### config.mk
export PLATFORM = sky130hd
export DESIGN_NAME = inst_fetch
export DESIGN_NICKNAME = d
export VERILOG_FILES = /design/src/rtl/inst_fetch.sv
export SDC_FILE = /design/constraint.sdc
export NUM_CORES = 1
export LEC_CHECK = 0
export ABC_AREA = 1
export BUFFER_PORTS_ARGS = -buffer_cell sky130_fd_sc_hd__buf_2
export CAP_MARGIN = 20
export CORE_ASPECT_RATIO = 1.2
export CORE_MARGIN = 1
export CORE_UTILIZATION = 42
export DETAILED_ROUTE_END_ITERATION = 8
export PLACE_DENSITY = 0.68
export SETUP_SLACK_MARGIN = 0.05
export SYNTH_ARGS = -nofsm -noshare
export SYNTH_HDL_FRONTEND = slang
export SYNTH_SLANG_ARGS = --single-unit
### constraint.sdc
create_clock -name clk -period 2.85 [get_ports clk]
set_input_delay 0.57 -clock clk [delete_from_list [all_inputs] [get_ports clk]]
set_output_delay 0.57 -clock clk [all_outputs]
set_load 0.01 [all_outputs]
### src/rtl/inst_fetch.sv
// MIPS instruction fetch unit: owns the PC, reads instruction memory over req/ack and
// holds each instruction for the decoder. Optional feature macro: IF_MISALIGN_TRAP_EN.
module inst_fetch #(
  parameter logic [31:0] RESET_PC = 32'h0000_0000
) (
  input  logic        clk,
  input  logic        rst_n,
  output logic        imem_req,
  output logic [31:0] imem_addr,
  input  logic        imem_ack,
  input  logic [31:0] imem_rdata,
  output logic        if_valid,
  input  logic        dec_ready,
  output logic [31:0] if_instr,
  output logic [5:0]  opcode,
  output logic [5:0]  funct,
  output logic [31:0] if_pc4,
  input  logic [1:0]  jump,
  input  logic        branch_taken,
  input  logic [31:0] jr_addr,
  output logic [31:0] fetch_cnt
`ifdef IF_MISALIGN_TRAP_EN
  ,
  output logic        misalign_trap
`endif
);

`ifdef IF_MISALIGN_TRAP_EN
  typedef enum logic [1:0] {S_IDLE, S_REQ, S_HOLD, S_HALT} state_t;
`else
  typedef enum logic [1:0] {S_IDLE, S_REQ, S_HOLD} state_t;
`endif

  typedef enum logic [1:0] {
    JMP_NONE = 2'b00,
    JMP_J    = 2'b01,
    JMP_JR   = 2'b10
  } jump_t;

  state_t      state_q, state_d;
  logic [31:0] pc_q, pc_d;
  logic [31:0] if_instr_q, if_instr_d;
  logic [31:0] fetch_cnt_q, fetch_cnt_d;

  logic [31:0] pc4;
  logic [31:0] br_off;
  logic [31:0] jr_target;
  logic [31:0] j_target;
  logic [31:0] next_pc;
  logic        accept;

  // Next-PC candidates; only consumed on the accepting cycle.
  always_comb begin
    pc4       = pc_q + 32'd4;
    br_off    = {{14{if_instr_q[15]}}, if_instr_q[15:0], 2'b00};
    jr_target = jr_addr & 32'hFFFF_FFFC;
    j_target  = {pc4[31:28], if_instr_q[25:0], 2'b00};
    case (jump)
      JMP_JR:  next_pc = jr_target;
      JMP_J:   next_pc = j_target;
      default: next_pc = branch_taken ? (pc4 + br_off) : pc4;
    endcase
  end

  assign accept = (state_q == S_HOLD) && dec_ready;

`ifdef IF_MISALIGN_TRAP_EN
  logic misalign_trap_q, misalign_trap_d;
  logic jr_misaligned;
  assign jr_misaligned = (jump == JMP_JR) && (jr_addr[1:0] != 2'b00);
`endif

  always_comb begin
    // NOTE: every variable gets a default first so no path leaves it unassigned (no latches).
    state_d     = state_q;
    pc_d        = pc_q;
    if_instr_d  = if_instr_q;
    fetch_cnt_d = fetch_cnt_q;
`ifdef IF_MISALIGN_TRAP_EN
    misalign_trap_d = misalign_trap_q;
`endif
    case (state_q)
      S_IDLE: state_d = S_REQ;
      S_REQ: begin
        if (imem_ack) begin
          if_instr_d = imem_rdata;
          state_d    = S_HOLD;
        end
      end
      S_HOLD: begin
        if (accept) begin
          fetch_cnt_d = fetch_cnt_q + 32'd1;
          pc_d        = next_pc;
          state_d     = S_REQ;
`ifdef IF_MISALIGN_TRAP_EN
          // A misaligned jr is still counted as consumed, but the PC is frozen.
          if (jr_misaligned) begin
            pc_d            = pc_q;
            misalign_trap_d = 1'b1;
            state_d         = S_HALT;
          end
`endif
        end
      end
`ifdef IF_MISALIGN_TRAP_EN
      S_HALT: state_d = S_HALT;
`endif
      default: state_d = S_IDLE;
    endcase
  end

  // NOTE: sequential state uses non-blocking assignments so all flops update together.
  always_ff @(posedge clk or negedge rst_n) begin
    if (!rst_n) begin
      state_q     <= S_IDLE;
      pc_q        <= RESET_PC;
      if_instr_q  <= '0;
      fetch_cnt_q <= '0;
    end else begin
      state_q     <= state_d;
      pc_q        <= pc_d;
      if_instr_q  <= if_instr_d;
      fetch_cnt_q <= fetch_cnt_d;
    end
  end

`ifdef IF_MISALIGN_TRAP_EN
  always_ff @(posedge clk or negedge rst_n) begin
    if (!rst_n) misalign_trap_q <= 1'b0;
    else        misalign_trap_q <= misalign_trap_d;
  end
  assign misalign_trap = misalign_trap_q;
`endif

  assign imem_req  = (state_q == S_REQ);
  assign imem_addr = pc_q;
  assign if_valid  = (state_q == S_HOLD);
  assign if_instr  = if_instr_q;
  assign opcode    = if_instr_q[31:26];
  assign funct     = if_instr_q[5:0];
  assign if_pc4    = pc4;
  assign fetch_cnt = fetch_cnt_q;

endmodule

==> results.md, run 1 <==
Detailed routing:
- The antenna violation net count after detailed routing is 0.
- The pre-antenna-repair detailed-routing pass consisted of 6 iterations.
- After detailed routing, the average wire length per cell comes to 16.9 um.
- Summed over all layers, the routed wires come to slightly below 30000 um.
- The total via count in the routed design is 9140.
- The count of unresolved DRC violations after routing is 0.
- For this block, the initial DRC count from the detailed router was about 620.
- Dividing the detail-routed via count by the number of cells gives ~5.3.

Clocking:
- The CTS tree is yes.
- The number of buffers added by the clock tree synthesis step is 9.
- No sink is reached through more buffers than the 2 on the longest clock path.
- The H-tree generated during clock tree synthesis spans 3 levels.
- Clock tree synthesis selected as its root buffer the cell clkbuf_16.
- Clock latency on the worst-skew pair, taken at its later pin, is between 0.3 and 0.4 ns.
- Clock-pin slew was measured on the worst setup and hold paths at 0.08 ns.
- The tree built by TritonCTS fans out to 96 sinks.

Layout:
- The antenna cell count is 0.
- Once layout is complete, the utilization of the core stands at between 60% and 70%.
- Leaving out filler cells and counting taps, the final layout contains ~1700.
- The final instance area is around 12000 um2.
- The final layout contains approximately 1600 nets.
- The area growth from synthesis to layout is 52.7%.
- The proportion of layout cells with a drive suffix above 1 is roughly 44%.
- The count of fill cells added during filler insertion is approximately 1500.

Yosys:
- The mean cell area of the mapped netlist is 6.84 um2.
- The synthesized design contains 0 enable-type register cells.
- The cell count after synthesis came out at around 1100.
- The share of synthesized area in the top cell type comes to about 31%.
- In this run, synthesis produced a sequential element count of 96.
- The post-synthesis instance area is 7800 um2.
- dfrtp_1 takes more of the synthesized area than any other cell.
- The number of warning messages in the yosys log is 0.
- In this run, distinct cell masters in the synthesized netlist total 45.
- After synthesis, the cell types taking the most area are dfrtp_1, nand2_1, inv_1.
- Sequential elements use a little over 30% of the synthesized area.
- The async set or reset register ratio after synthesis is 100%.
- The predominant post-synthesis flop cell is dfrtp_1.

STA:
- The period utilization is 105%.
- The relative slew slack is between 40% and 50%.
- The minimum clock period after layout is 2.98 ns.
- Setup repair after global routing could not meet its margin everywhere.
- The largest clock skew in the final design is around 0.019 ns.
- Setup slack on the critical path of the routed design comes to -0.134 ns.
- Based on the critical path, the design can be clocked at up to 335 MHz.
- The number of max-slew violations in the final report is 0.
- Setup violations remaining at the end of the flow were counted as 17.
- The worst-margin pin slew is ~0.8 ns.
- The total count of hold-check failures in the final report is 0.

Power:
- The static power due to leakage is approximately 6.3 nW.
- Dividing total power by cell area gives a power density of around 1300 nW/um2.
- The overall power is 0.0156 W.
- The maximum vdd ir drop is approximately 0.67 mV.

Worst setup path:
- In this run the register-to-register setup slack is -0.13 ns.
- The worst setup path is launched from a flip-flop.
- The critical path in this run is classified as reg -> reg.
- STA classifies the critical path endpoint as a flip-flop.
- The startpoint identified for the worst register-to-register timing path is imem_addr[7]$_DFFE_PN0P_.
- The required time reported for the critical path endpoint is roughly 3.1 ns.
- The worst register-to-register path ends at imem_addr[29]$_DFFE_PN0P_.
- The critical path arrival is 3.25 ns.
- The critical-path maximum fanout is 4.
- Measured in cells, the most critical reg-to-reg path has a length of 21.

Global routing:
- Global routing finished with a remaining overflow of 0.
- Across every metal layer, demand over resource in global routing totals 28.6%.
- The initial antenna violation count was 1.
- Entering global routing, the biggest net connects 48 pins.
- The via count of the first global-routing pass is ~8500.
- The first global-routing pass estimated roughly 42000 um of wire.

Run status:
- The final reports fail on negative setup slack.
- The run finished, with violations left.

Floorplan:
- The die span in y is between 150 and 200 um.
- The total area inside the core boundary comes to ~18000 um2.
- The die boundary width is 126 um.
- The boundary pin count is 213.
- The number of placement rows is between 50 and 60.
- The effective utilization at floorplan is 42.9%.
- The total die area is 19100 um2.

Min path:
- The path category of the worst min-delay check is in -> async.

Placement:
- The final weighted congestion in routability-driven placement is 0.939.
- The count of buffers inserted at the top-level ports is ~210.
- Prior to clock tree synthesis, the placed netlist has a worst setup slack of -0.271 ns.
- The HPWL after detailed placement is about 21000 um.
- The number of placed cells counting well taps is roughly 1700.
- The cell area after placement is about 10000 um2.

Flow run:
- The max-capacitance violation count is 0.
==> worst max path at each step <==
stage | start | endpoint | slack [ns]
2_1_floorplan | imem_addr[3]$_DFFE_PN0P_ | imem_addr[28]$_DFFE_PN0P_ | 0.07
3_3_place_gp | imem_addr[10]$_DFFE_PN0P_ | imem_addr[28]$_DFFE_PN0P_ | -0.20
3_5_place_dp | imem_addr[10]$_DFFE_PN0P_ | imem_addr[28]$_DFFE_PN0P_ | -0.27
4_1_cts | imem_addr[9]$_DFFE_PN0P_ | imem_addr[25]$_DFFE_PN0P_ | 0.003
5_1_grt | imem_addr[9]$_DFFE_PN0P_ | imem_addr[26]$_DFFE_PN0P_ | -0.29
6_report | imem_addr[7]$_DFFE_PN0P_ | imem_addr[29]$_DFFE_PN0P_ | -0.13
==> Yosys cell counts, types with 2 or more instances <==
library cell,instances
a21boi_0,9
a21boi_1,4
a21oi_1,89
a221oi_1,2
a22o_1,10
a22oi_1,5
a2bb2oi_1,5
and2_1,3
buf_1,2
buf_4,17
clkbuf_1,25
dfrtp_1,96
ha_1,35
inv_1,163
inv_2,2
mux2_2,19
nand2_1,311
nand2_2,4
nand3_1,75
nand3b_1,2
nand4_1,10
nor2_1,95
nor2_2,2
nor2_4,2
nor3_1,18
nor3_2,4
nor3_4,2
nor4_1,3
o211ai_1,3
o21ai_0,39
o21bai_1,9
or2_2,6
xnor2_1,14
xor2_1,44
==> cell families after synthesis <==
kind of cell               Yosys count  share of synthesized area, %
and+or+nand+nor                    540                          29.5
buffers and inverters              210                          10.9
AOI/OAI and AO/OA                  180                          13.5
DFF                                 96                          30.8
xor gates and xnor gates            58                          6.51
adders and majority gates           36                          5.87
muxes                               19                          2.74
other                                1                        0.0481
==> power by group <==
group          leakage [nW]  internal, W  total [W]  switching, W
sequential             1.13      0.00183    0.00245      0.000619
combinational          4.98      0.00539     0.0119       0.00653
clock                 0.143     0.000619    0.00122      0.000600
total                  6.26      0.00783     0.0156       0.00775
==> flip-flops by register name, summed over array words and instances (netlist names) <==
| signal | cells |
|---|---|
| if_instr | 32 |
| fetch_cnt | 32 |
| state_q | 2 |
| imem_addr | 30 |
==> timing repair <==
action | in CTS | in global routing
hold buffers | 0 | 0
resized for setup | 130 | 160
pin swaps | 51 | 75
buffers inserted | 25 | 13
gates cloned | 0 | 0
endpoints found under the setup margin | 21 | 29
==> cell usage in the layout, fill, tap and decap left out, types with 19 or more instances in the layout <==
master,instances
ha_4,24
xor2_1,29
buf_2,202
nand2_4,20
nand2_2,41
a21oi_1,69
inv_2,23
dfrtp_1,94
nand2_1,253
buf_4,176
mux2_2,19
o21ai_0,32
inv_1,140
nand3_1,58
nor2_1,64
==> metrics by stage <==
stage	hold WS, ns	setup TNS [ns]
after global routing	0.137	-3.49
final	0.121	-1.04
after CTS	0.123	0
after global placement	0.458	-1.35
after detailed placement	0.481	-2.89
after floorplan	0.274	0
==> cell type report <==
class                           instances  area [um2]  area share, %
Timing Repair Buffer                  393        2540           21.4
Tap cell                              224         280           2.35
Clock inverter                          7        72.6          0.609
Inverter                              165         627           5.26
Clock buffer                            9         225           1.89
Sequential cell                        96        2400           20.2
Multi-Input combinational cell        837        5750           48.3
==> per-layer routing <==
metal	vias to the layer above	share of wire [%]	global-route usage [%]
li1	4358	-	-
met3	97	6.7	4.59
met4	2	4.8	13.9
met1	4294	39	34.1
met5	-	0.031	0
met2	389	49	50.1
==> critical path: stages, from the launching register on <==
cell and delay [ns]:
dfrtp_1 0.46, inv_2 0.09, nor3_4 0.20, buf_6 0.15, nand2_8 0.06, nor3_4 0.20, buf_6 0.18, nand3_4 0.07
nand2_4 0.10, inv_6 0.05, ha_4 0.30, nand2_4 0.08, nor2_2 0.15, buf_4 0.14, nand2_2 0.07, nor2_2 0.11
nand2_2 0.07, nand2_1 0.06, nand2_1 0.06, nand3_2 0.08, nand2_1 0.06, a21boi_1 0.14
Note: power is estimated with default switching activity, not from simulation.
==> inputs of run 2 (changes only) <==
--- a/config.mk
+++ b/config.mk
@@ -13,6 +13,7 @@
 export CORE_UTILIZATION = 42
 export DETAILED_ROUTE_END_ITERATION = 8
 export PLACE_DENSITY = 0.68
+export RECOVER_POWER = 100
 export SETUP_SLACK_MARGIN = 0.05
 export SYNTH_ARGS = -nofsm -noshare
 export SYNTH_HDL_FRONTEND = slang
==> run 2 against run 1 <==
Against the previous run:
- the run still ends with negative setup slack left
- die area did not move
- combinational power barely moved
- clock-buffer cell count did not move
- fmax rose by 0.28%
- worst hold slack improved by 0.28 ns
- final cell count did not move
- largest cell class unchanged
- largest power group unchanged
- highest routed layer unchanged
==> results.md, run 2 (synthesis gave the netlist of run 1 again) <==
Run status:
- The run finished, with violations left.
- The final reports fail on negative setup slack.

Worst setup path:
- The critical path is of the reg -> reg type.
- In this run the critical register-to-register path is launched from imem_addr[7]$_DFFE_PN0P_.
- The number of buffer and inverter stages on the critical path was 5 (unchanged).
- Among cell families on the critical path, the largest total delay comes from simple AND/OR/NAND/NOR gates.
- The required time reported for the critical path endpoint is 3.12 ns (about the same).
- On the critical path, the stage with the largest delay is an instance of dfrtp_1.
- The worst-case register-to-register setup slack is -0.13 ns (about the same).
- The cell seen most often among critical-path stages is nand2_1.
- The delay of the slowest cell on the worst path is 0.45 ns (about the same).
- Tracing the worst setup path back leads to its startpoint at imem_addr[7]$_DFFE_PN0P_.
- The nature of the critical path startpoint is a flip-flop.
- The critical path arrival was 3.24 ns (about the same).
- The worst setup path is captured at a flip-flop.
- The signal on the critical path passes through inv_2 -> nor3_4 -> buf_6 -> nand2_8 -> nor3_4 -> buf_6 -> nand3_4 -> nand2_4 -> inv_6 -> ha_4 -> nand2_4 -> nor2_2 -> buf_4 -> nand2_2 -> nor2_2 -> nand2_2 -> nand2_1 -> nand2_1 -> nand3_2 -> nand2_1 -> a21boi_1.
- The critical-path maximum fanout is 4 (unchanged).

Placement:
- The count of buffers inserted at the top-level ports is 206 (unchanged).
- The final weighted congestion in routability-driven placement is 0.939 (unchanged).
- The cell area after placement came to 10100 um2 (unchanged).
- The HPWL after detailed placement is 20700 um (unchanged).
- The number of placed cells counting well taps came to 1677 (unchanged).
- The worst setup slack before clock tree synthesis is -0.271 ns (unchanged).

Layout:
- The most common cell after layout, fill and taps aside is nand2_1.
- The count of fill cells added during filler insertion was 1565 (+4.0%).
- Leaving out fill and tap cells, the most frequent cells in the layout are nand2_1, buf_4, inv_1.
- The final instance area is 11700 um2 (-1.4%).
- The proportion of layout cells with a drive suffix above 1 was 37.6% (-6.2 points).
- The layout net count is 1609 (unchanged).
- The count of non-filler cells in the finished layout is 1731 (unchanged).
- The antenna cell count came to 0 (unchanged).
- The layout overhead on the synthesized area is 50.5%.

Detailed routing:
- The number of detailed-route iterations in the first pass is 6 (unchanged).
- The antenna violation net count after detailed routing is 0 (unchanged).
- The total via count in the routed design is 9184 (+0.48%).
- The count of unresolved DRC violations after routing was 0 (unchanged).
- The detailed-route vias per instance came to 5.31 (+0.48%).
- The average detailed-routed wire length per instance is 16.9 um (about the same).
- The routed wire length is 29200 um (about the same).
- The starting DRC count in detailed routing is 632 (+2.8%).

Power:
- The overall power is 0.0155 W (-0.62%).
- The maximum vdd ir drop is 0.657 mV (-2.5%).
- The static power due to leakage came to 5.97 nW (-4.5%).
- The cell-internal power is 0.00772 W (-1.4%).
- The switching power is 0.00777 W (+0.22%).
- The power per unit of standard cell area is 1320 nW/um2 (+0.78%).
- The fraction of power spent switching nets is 50.2% (+0.42 points).
- The share of power burned in combinational logic is 76.3% (-0.2 points).
- The sequential fraction of design power is 15.9% (+0.2 points).
- The clock network power share is 7.9% (about the same).

Global routing:
- The remaining global-route overflow was 0 (unchanged).
- The global-route wire length before repair is 42400 um (unchanged).
- The via count of the first global-routing pass is 8494 (unchanged).
- The pin count of the biggest net entering global routing is 48 (unchanged).
- The global-route total usage across every layer is 28.6% (unchanged).
- The initial antenna violation count is 1 (unchanged).

STA:
- The least setup slack across all paths after layout is -0.125 ns (+0.00843 ns).
- The final-layout worst hold slack is 0.404 ns (+0.282 ns).
- The period utilization is 104% (-0.30 points).
- The relative slew slack is 7.63% (-40 points).
- The total count of hold-check failures in the final report came to 0 (unchanged).
- The number of max-slew violations in the final report is 0 (unchanged).
- The minimum clock period after layout was 2.98 ns (-0.00843 ns).
- The maximum achievable frequency is 336 MHz (+0.28%).
- Setup repair after global routing could not meet its margin everywhere.
- The largest clock skew in the final design is 0.0195 ns (+0.000171 ns).
- The worst-margin pin slew was 1.38 ns (+0.596 ns).
- The final number of setup-violating endpoints was 14 (-3).

Min path:
- In this run the worst hold path is classified as in -> reg.
- The startpoint identified for the worst hold timing path is imem_ack.

Clocking:
- The number of buffers added by the clock tree synthesis step is 9 (unchanged).
- The clock network latency to the later pin of the worst-skew pair is 0.35 ns (about the same).
- The sink count of the clock tree came to 96 (unchanged).
- TritonCTS built the clock tree.
- The number of hold-repair buffers added at the cts stage is 0 (unchanged).
- The maximum buffer depth of the clock tree came to 2 (unchanged).
- The master cell of the clock root buffer is clkbuf_16.
- The clock transition at the register clock pins on the worst setup and hold paths after CTS is 0.08 ns (about the same).
- The maximum level of the CTS H-tree is 3 (unchanged).

Floorplan:
- The die boundary width is 126 um (unchanged).
- The total die area was 19100 um2 (unchanged).
- The placeable core region is 18200 um2 (unchanged).
- The boundary pin count is 213 (unchanged).
- The effective utilization at floorplan is 42.9% (unchanged).
- The number of placement rows is 54 (unchanged).
- The die span in y is 151 um (unchanged).

Flow run:
- The max-capacitance violation count is 0 (unchanged).
==> run 2: layout make-up <==
cell class,count,area [um2],area share (%)
repair buffers,393,2410,20.5
flip-flops and latches,96,2400,20.5
clock inverters,7,72.6,0.618
inverters,165,627,5.34
multi-input cells,837,5730,48.8
well taps,224,280,2.39
clock buffers,9,225,1.92
==> run 2: per-layer routing <==
| layer | up-vias | GRT usage (%) | share of wire (%) |
|---|---|---|---|
| met5 | - | 0 | 0.031 |
| met2 | 405 | 50.1 | 50 |
| met1 | 4322 | 34.1 | 38 |
| li1 | 4359 | - | - |
| met3 | 96 | 4.59 | 7.0 |
| met4 | 2 | 13.9 | 4.7 |
==> run 2: final timing paths <==
path	end	depth (start not counted)
hold reg to reg	fetch_cnt[30]$_DFFE_PN0P_	1
setup / recovery	imem_addr[29]$_DFFE_PN0P_	21
setup reg to reg	imem_addr[29]$_DFFE_PN0P_	21
min in group asynchronous	imem_addr[28]$_DFFE_PN0P_	1
hold / removal	state_q[0]$_DFFE_PN0P_	2
max in group asynchronous	imem_addr[10]$_DFFE_PN0P_	2
==> run 2: repair_timing <==
action	4_1_cts	5_1_grt
setup endpoints to repair	21	29
pin swaps	51	75
gates resized for setup	130	160
buffers inserted	25	13
==> run 2: stage by stage <==
step	setup TNS [ns]	utilization (%)
after floorplan	0	-
after global placement	-1.35	55.4
after detailed placement	-2.89	55.4
after CTS	0	61.0
after global routing	-3.51	64.6
final	-0.956	64.6
==> run 2: power groups by stage <==
stage | Sequential, W | Clock (W) | Combinational, W
finish | 0.00246 | 0.00122 | 0.0118
global route | 0.00252 | 0.00129 | 0.0127
CTS | 0.00240 | 0.00125 | 0.0100
detailed placement | 0.00238 | 0 | 0.00883
global placement | 0.00237 | 0 | 0.00871
floorplan | 0.00251 | 0 | 0.00489
==> run 2: worst reg2reg max path: stages, from the launching register on <==
cell and delay, ns:
dfrtp_1 0.45, inv_2 0.09, nor3_4 0.20, buf_6 0.15, nand2_8 0.06, nor3_4 0.20
buf_6 0.18, nand3_4 0.07, nand2_4 0.10, inv_6 0.05, ha_4 0.30, nand2_4 0.08
nor2_2 0.15, buf_4 0.14, nand2_2 0.07, nor2_2 0.12, nand2_2 0.07, nand2_1 0.07
nand2_1 0.06, nand3_2 0.08, nand2_1 0.06, a21boi_1 0.14
==> inputs of run 3 (changes only) <==
--- a/config.mk
+++ b/config.mk
@@ -12,9 +12,11 @@
 export CORE_MARGIN = 1
 export CORE_UTILIZATION = 42
 export DETAILED_ROUTE_END_ITERATION = 8
-export PLACE_DENSITY = 0.68
+export PLACE_DENSITY = 0.65
 export RECOVER_POWER = 100
 export SETUP_SLACK_MARGIN = 0.05
+export SKIP_LAST_GASP = 1
+export SLEW_MARGIN = 25
 export SYNTH_ARGS = -nofsm -noshare
 export SYNTH_HDL_FRONTEND = slang
 export SYNTH_SLANG_ARGS = --single-unit
==> constraint.sdc (replaced) <==
create_clock -name clk -period 3.3 [get_ports clk]
set_input_delay 0.66 -clock clk [delete_from_list [all_inputs] [get_ports clk]]
set_output_delay 0.66 -clock clk [all_outputs]
set_load 0.01 [all_outputs]
==> run 3 against run 2 <==
Against the previous run:
- the run ends with max-capacitance violations, max-slew violations left
- worst setup slack gained 0.29 ns
- utilization shrank 12 points
- sequential power shrank 13%
- register-to-register slack gained 0.29 ns
- flip-flop and latch count is the same
- critical endpoint is now imem_addr[14]$_DFFE_PN0P_
- sequential share of layout area grew 4.8 points
- clock skew shrank 0.0030 ns
- clock power shrank 13%
==> results.md, run 3 (synthesis gave the netlist of run 1 again) <==
Layout:
- The proportion of layout cells with a drive suffix above 1 is 16.8% (-21 points).
- In the layout the commonest cells are nand2_1, inv_1, clkbuf_1.
- The library cell used most frequently in the layout, excluding fill and tap cells, is nand2_1.
- The layout overhead on the synthesized area is 22.1%.
- The final instance area came to 9520 um2 (-19%).
- The antenna cell count came to 0 (unchanged).
- The count of non-filler cells in the finished layout was 1586 (-8.4%).
- The layout net count is 1464 (-9.0%).

Floorplan:
- The total die area is 19100 um2 (unchanged).
- The placeable core region is 18200 um2 (unchanged).
- The die span in y was 151 um (unchanged).
- The boundary pin count is 213 (unchanged).
- The die boundary width is 126 um (unchanged).
- The number of placement rows is 54 (unchanged).
- The effective utilization at floorplan is 42.9% (unchanged).

Clocking:
- The number of buffers added by the clock tree synthesis step came to 9 (unchanged).
- The CTS tree is yes.
- The maximum level of the CTS H-tree was 3 (unchanged).
- The maximum buffer depth of the clock tree is 2 (unchanged).
- The clock network latency to the later pin of the worst-skew pair came to 0.35 ns (about the same).
- The clock transition at the register clock pins on the worst setup and hold paths after CTS is 0.08 ns (about the same).
- The cell sitting at the root of the clock tree is a clkbuf_16.
- The sink count of the clock tree was 96 (unchanged).

Flow run:
- The max-capacitance violation count is 1 (+1).

Min path:
- In this run the worst hold path is classified as reg -> reg.

Placement:
- The count of buffers inserted at the top-level ports is 206 (unchanged).
- The HPWL after detailed placement was 20000 um (-3.1%).
- The number of placed cells counting well taps is 1567 (-6.6%).
- The final weighted congestion in routability-driven placement is 0.937 (-0.22%).
- The cell area after placement is 9200 um2 (-8.6%).

STA:
- The relative slew slack was -28.4% (-36 points).
- The largest clock skew in the final design is 0.0165 ns (-0.00297 ns).
- The summed negative setup slack over all endpoints is 0 ns (+0.956 ns).
- The total count of hold-check failures in the final report was 0 (unchanged).
- The final number of setup-violating endpoints was 0 (-14).
- Setup repair after global routing could not meet its margin everywhere.
- The worst-margin pin slew came to 1.93 ns (+0.544 ns).
- The period utilization is 95.1% (-9.3 points).
- The maximum achievable frequency was 319 MHz (-5.2%).
- The number of max-slew violations in the final report is 33 (+33).
- The final-layout worst hold slack is 0.479 ns (+0.0754 ns).
- The minimum clock period after layout came to 3.14 ns (+0.163 ns).

Worst setup path:
- Traced cell by cell, the critical path runs through clkbuf_4 -> nand3_1 -> nor2_1 -> buf_4 -> nand3_1 -> xor2_1 -> inv_1 -> ha_1 -> nand2_1 -> nand2_1 -> o21bai_1 -> nand3b_1 -> xor2_1 -> o21ai_0 -> a21boi_0.
- STA classifies the critical path endpoint as a flip-flop.
- The required time reported for the critical path endpoint is 3.52 ns (+0.40 ns).
- The nature of the critical path startpoint is a flip-flop.
- The critical path arrival is 3.36 ns (+0.12 ns).
- The critical-path cell with the highest stage delay is dfrtp_1.
- On the critical path the largest part of the delay comes from simple AND/OR/NAND/NOR gates.
- The critical-path maximum fanout is 4 (unchanged).
- The number of buffer and inverter stages on the critical path is 3 (-2).
- The kind of critical path is reg -> reg.
- The delay of the slowest cell on the worst path came to 0.39 ns (-0.06 ns).

Detailed routing:
- The count of unresolved DRC violations after routing is 0 (unchanged).
- The total via count in the routed design is 8265 (-10%).
- The average detailed-routed wire length per instance is 15.9 um (-5.6%).
- The starting DRC count in detailed routing came to 466 (-26%).
- The detailed-route vias per instance is 5.21 (-1.8%).
- The routed wire length is 25300 um (-14%).
- The number of detailed-route iterations in the first pass is 6 (unchanged).
- The antenna violation net count after detailed routing was 0 (unchanged).

Global routing:
- The via count of the first global-routing pass came to 7536 (-11%).
- The global-route total usage across every layer is 26.2% (-2.4 points).
- The global-route wire length before repair is 38800 um (-8.5%).
- The remaining global-route overflow came to 0 (unchanged).
- The initial antenna violation count is 0 (-1).
- The pin count of the biggest net entering global routing is 53 (+10%).

Run status:
- The flow ran to the end, but the final reports show violations.
- The checks that failed: max-capacitance violations, max-slew violations.

Power:
- The overall power is 0.0100 W (-35%).
- The static power due to leakage is 4.89 nW (-18%).
- The power per unit of standard cell area is 1050 nW/um2 (-20%).
- The maximum vdd ir drop is 0.469 mV (-29%).
run 3: metal layers:
layer	vias up	GRT usage, %	wire [um]
li1	4085	-	-
met1	3863	33.3	10700
met5	-	0	0
met3	43	4.13	1780
met4	0	9.04	614
met2	274	45.1	12200
run 3: cell type report:
cell class,count,area [um2]
clock buffers,9,225
clock inverters,7,73.8
fillers,1945,8650
inverters,165,619
multi-input cells,837,4750
flip-flops and latches,96,2400
well taps,224,280
repair buffers,248,1170
run 3: what timing repair did:
item	in CTS	in global routing
hold buffers	0	0
pin swaps	0	9
setup buffers	0	3
setup endpoints to repair	5	20
gates resized for setup	4	73
run 3: through the flow:
stage	worst slack [ns]	utilization [%]
after floorplan	0.470	-
after global placement	0.0890	50.6
after detailed placement	-0.00429	50.6
after CTS	0.0555	52.3
after global routing	0.00551	52.4
final	0.162	52.4
run 3: worst paths after layout:
check                                           from                        end  slack, ns  depth (start not counted)
max in group asynchronous                      rst_n  fetch_cnt[17]$_DFFE_PN0P_       0.52                          2
hold / removal             fetch_cnt[31]$_DFFE_PN0P_  fetch_cnt[31]$_DFFE_PN0P_       0.48                          1
setup reg to reg            imem_addr[2]$_DFFE_PN0P_  imem_addr[14]$_DFFE_PN0P_       0.16                         15
min in group asynchronous                      rst_n  imem_addr[28]$_DFFE_PN0P_       0.83                          1
setup / recovery            imem_addr[2]$_DFFE_PN0P_  imem_addr[14]$_DFFE_PN0P_       0.16                         15
hold reg to reg            fetch_cnt[31]$_DFFE_PN0P_  fetch_cnt[31]$_DFFE_PN0P_       0.48                          1
run 3: where the power goes:
group	total [W]	switching, W	internal (W)	leakage (nW)
combinational	0.00681	0.00426	0.00255	3.61
clock	0.00106	0.000527	0.000538	0.141
sequential	0.00213	0.000552	0.00158	1.13
total	0.0100	0.00534	0.00467	4.89
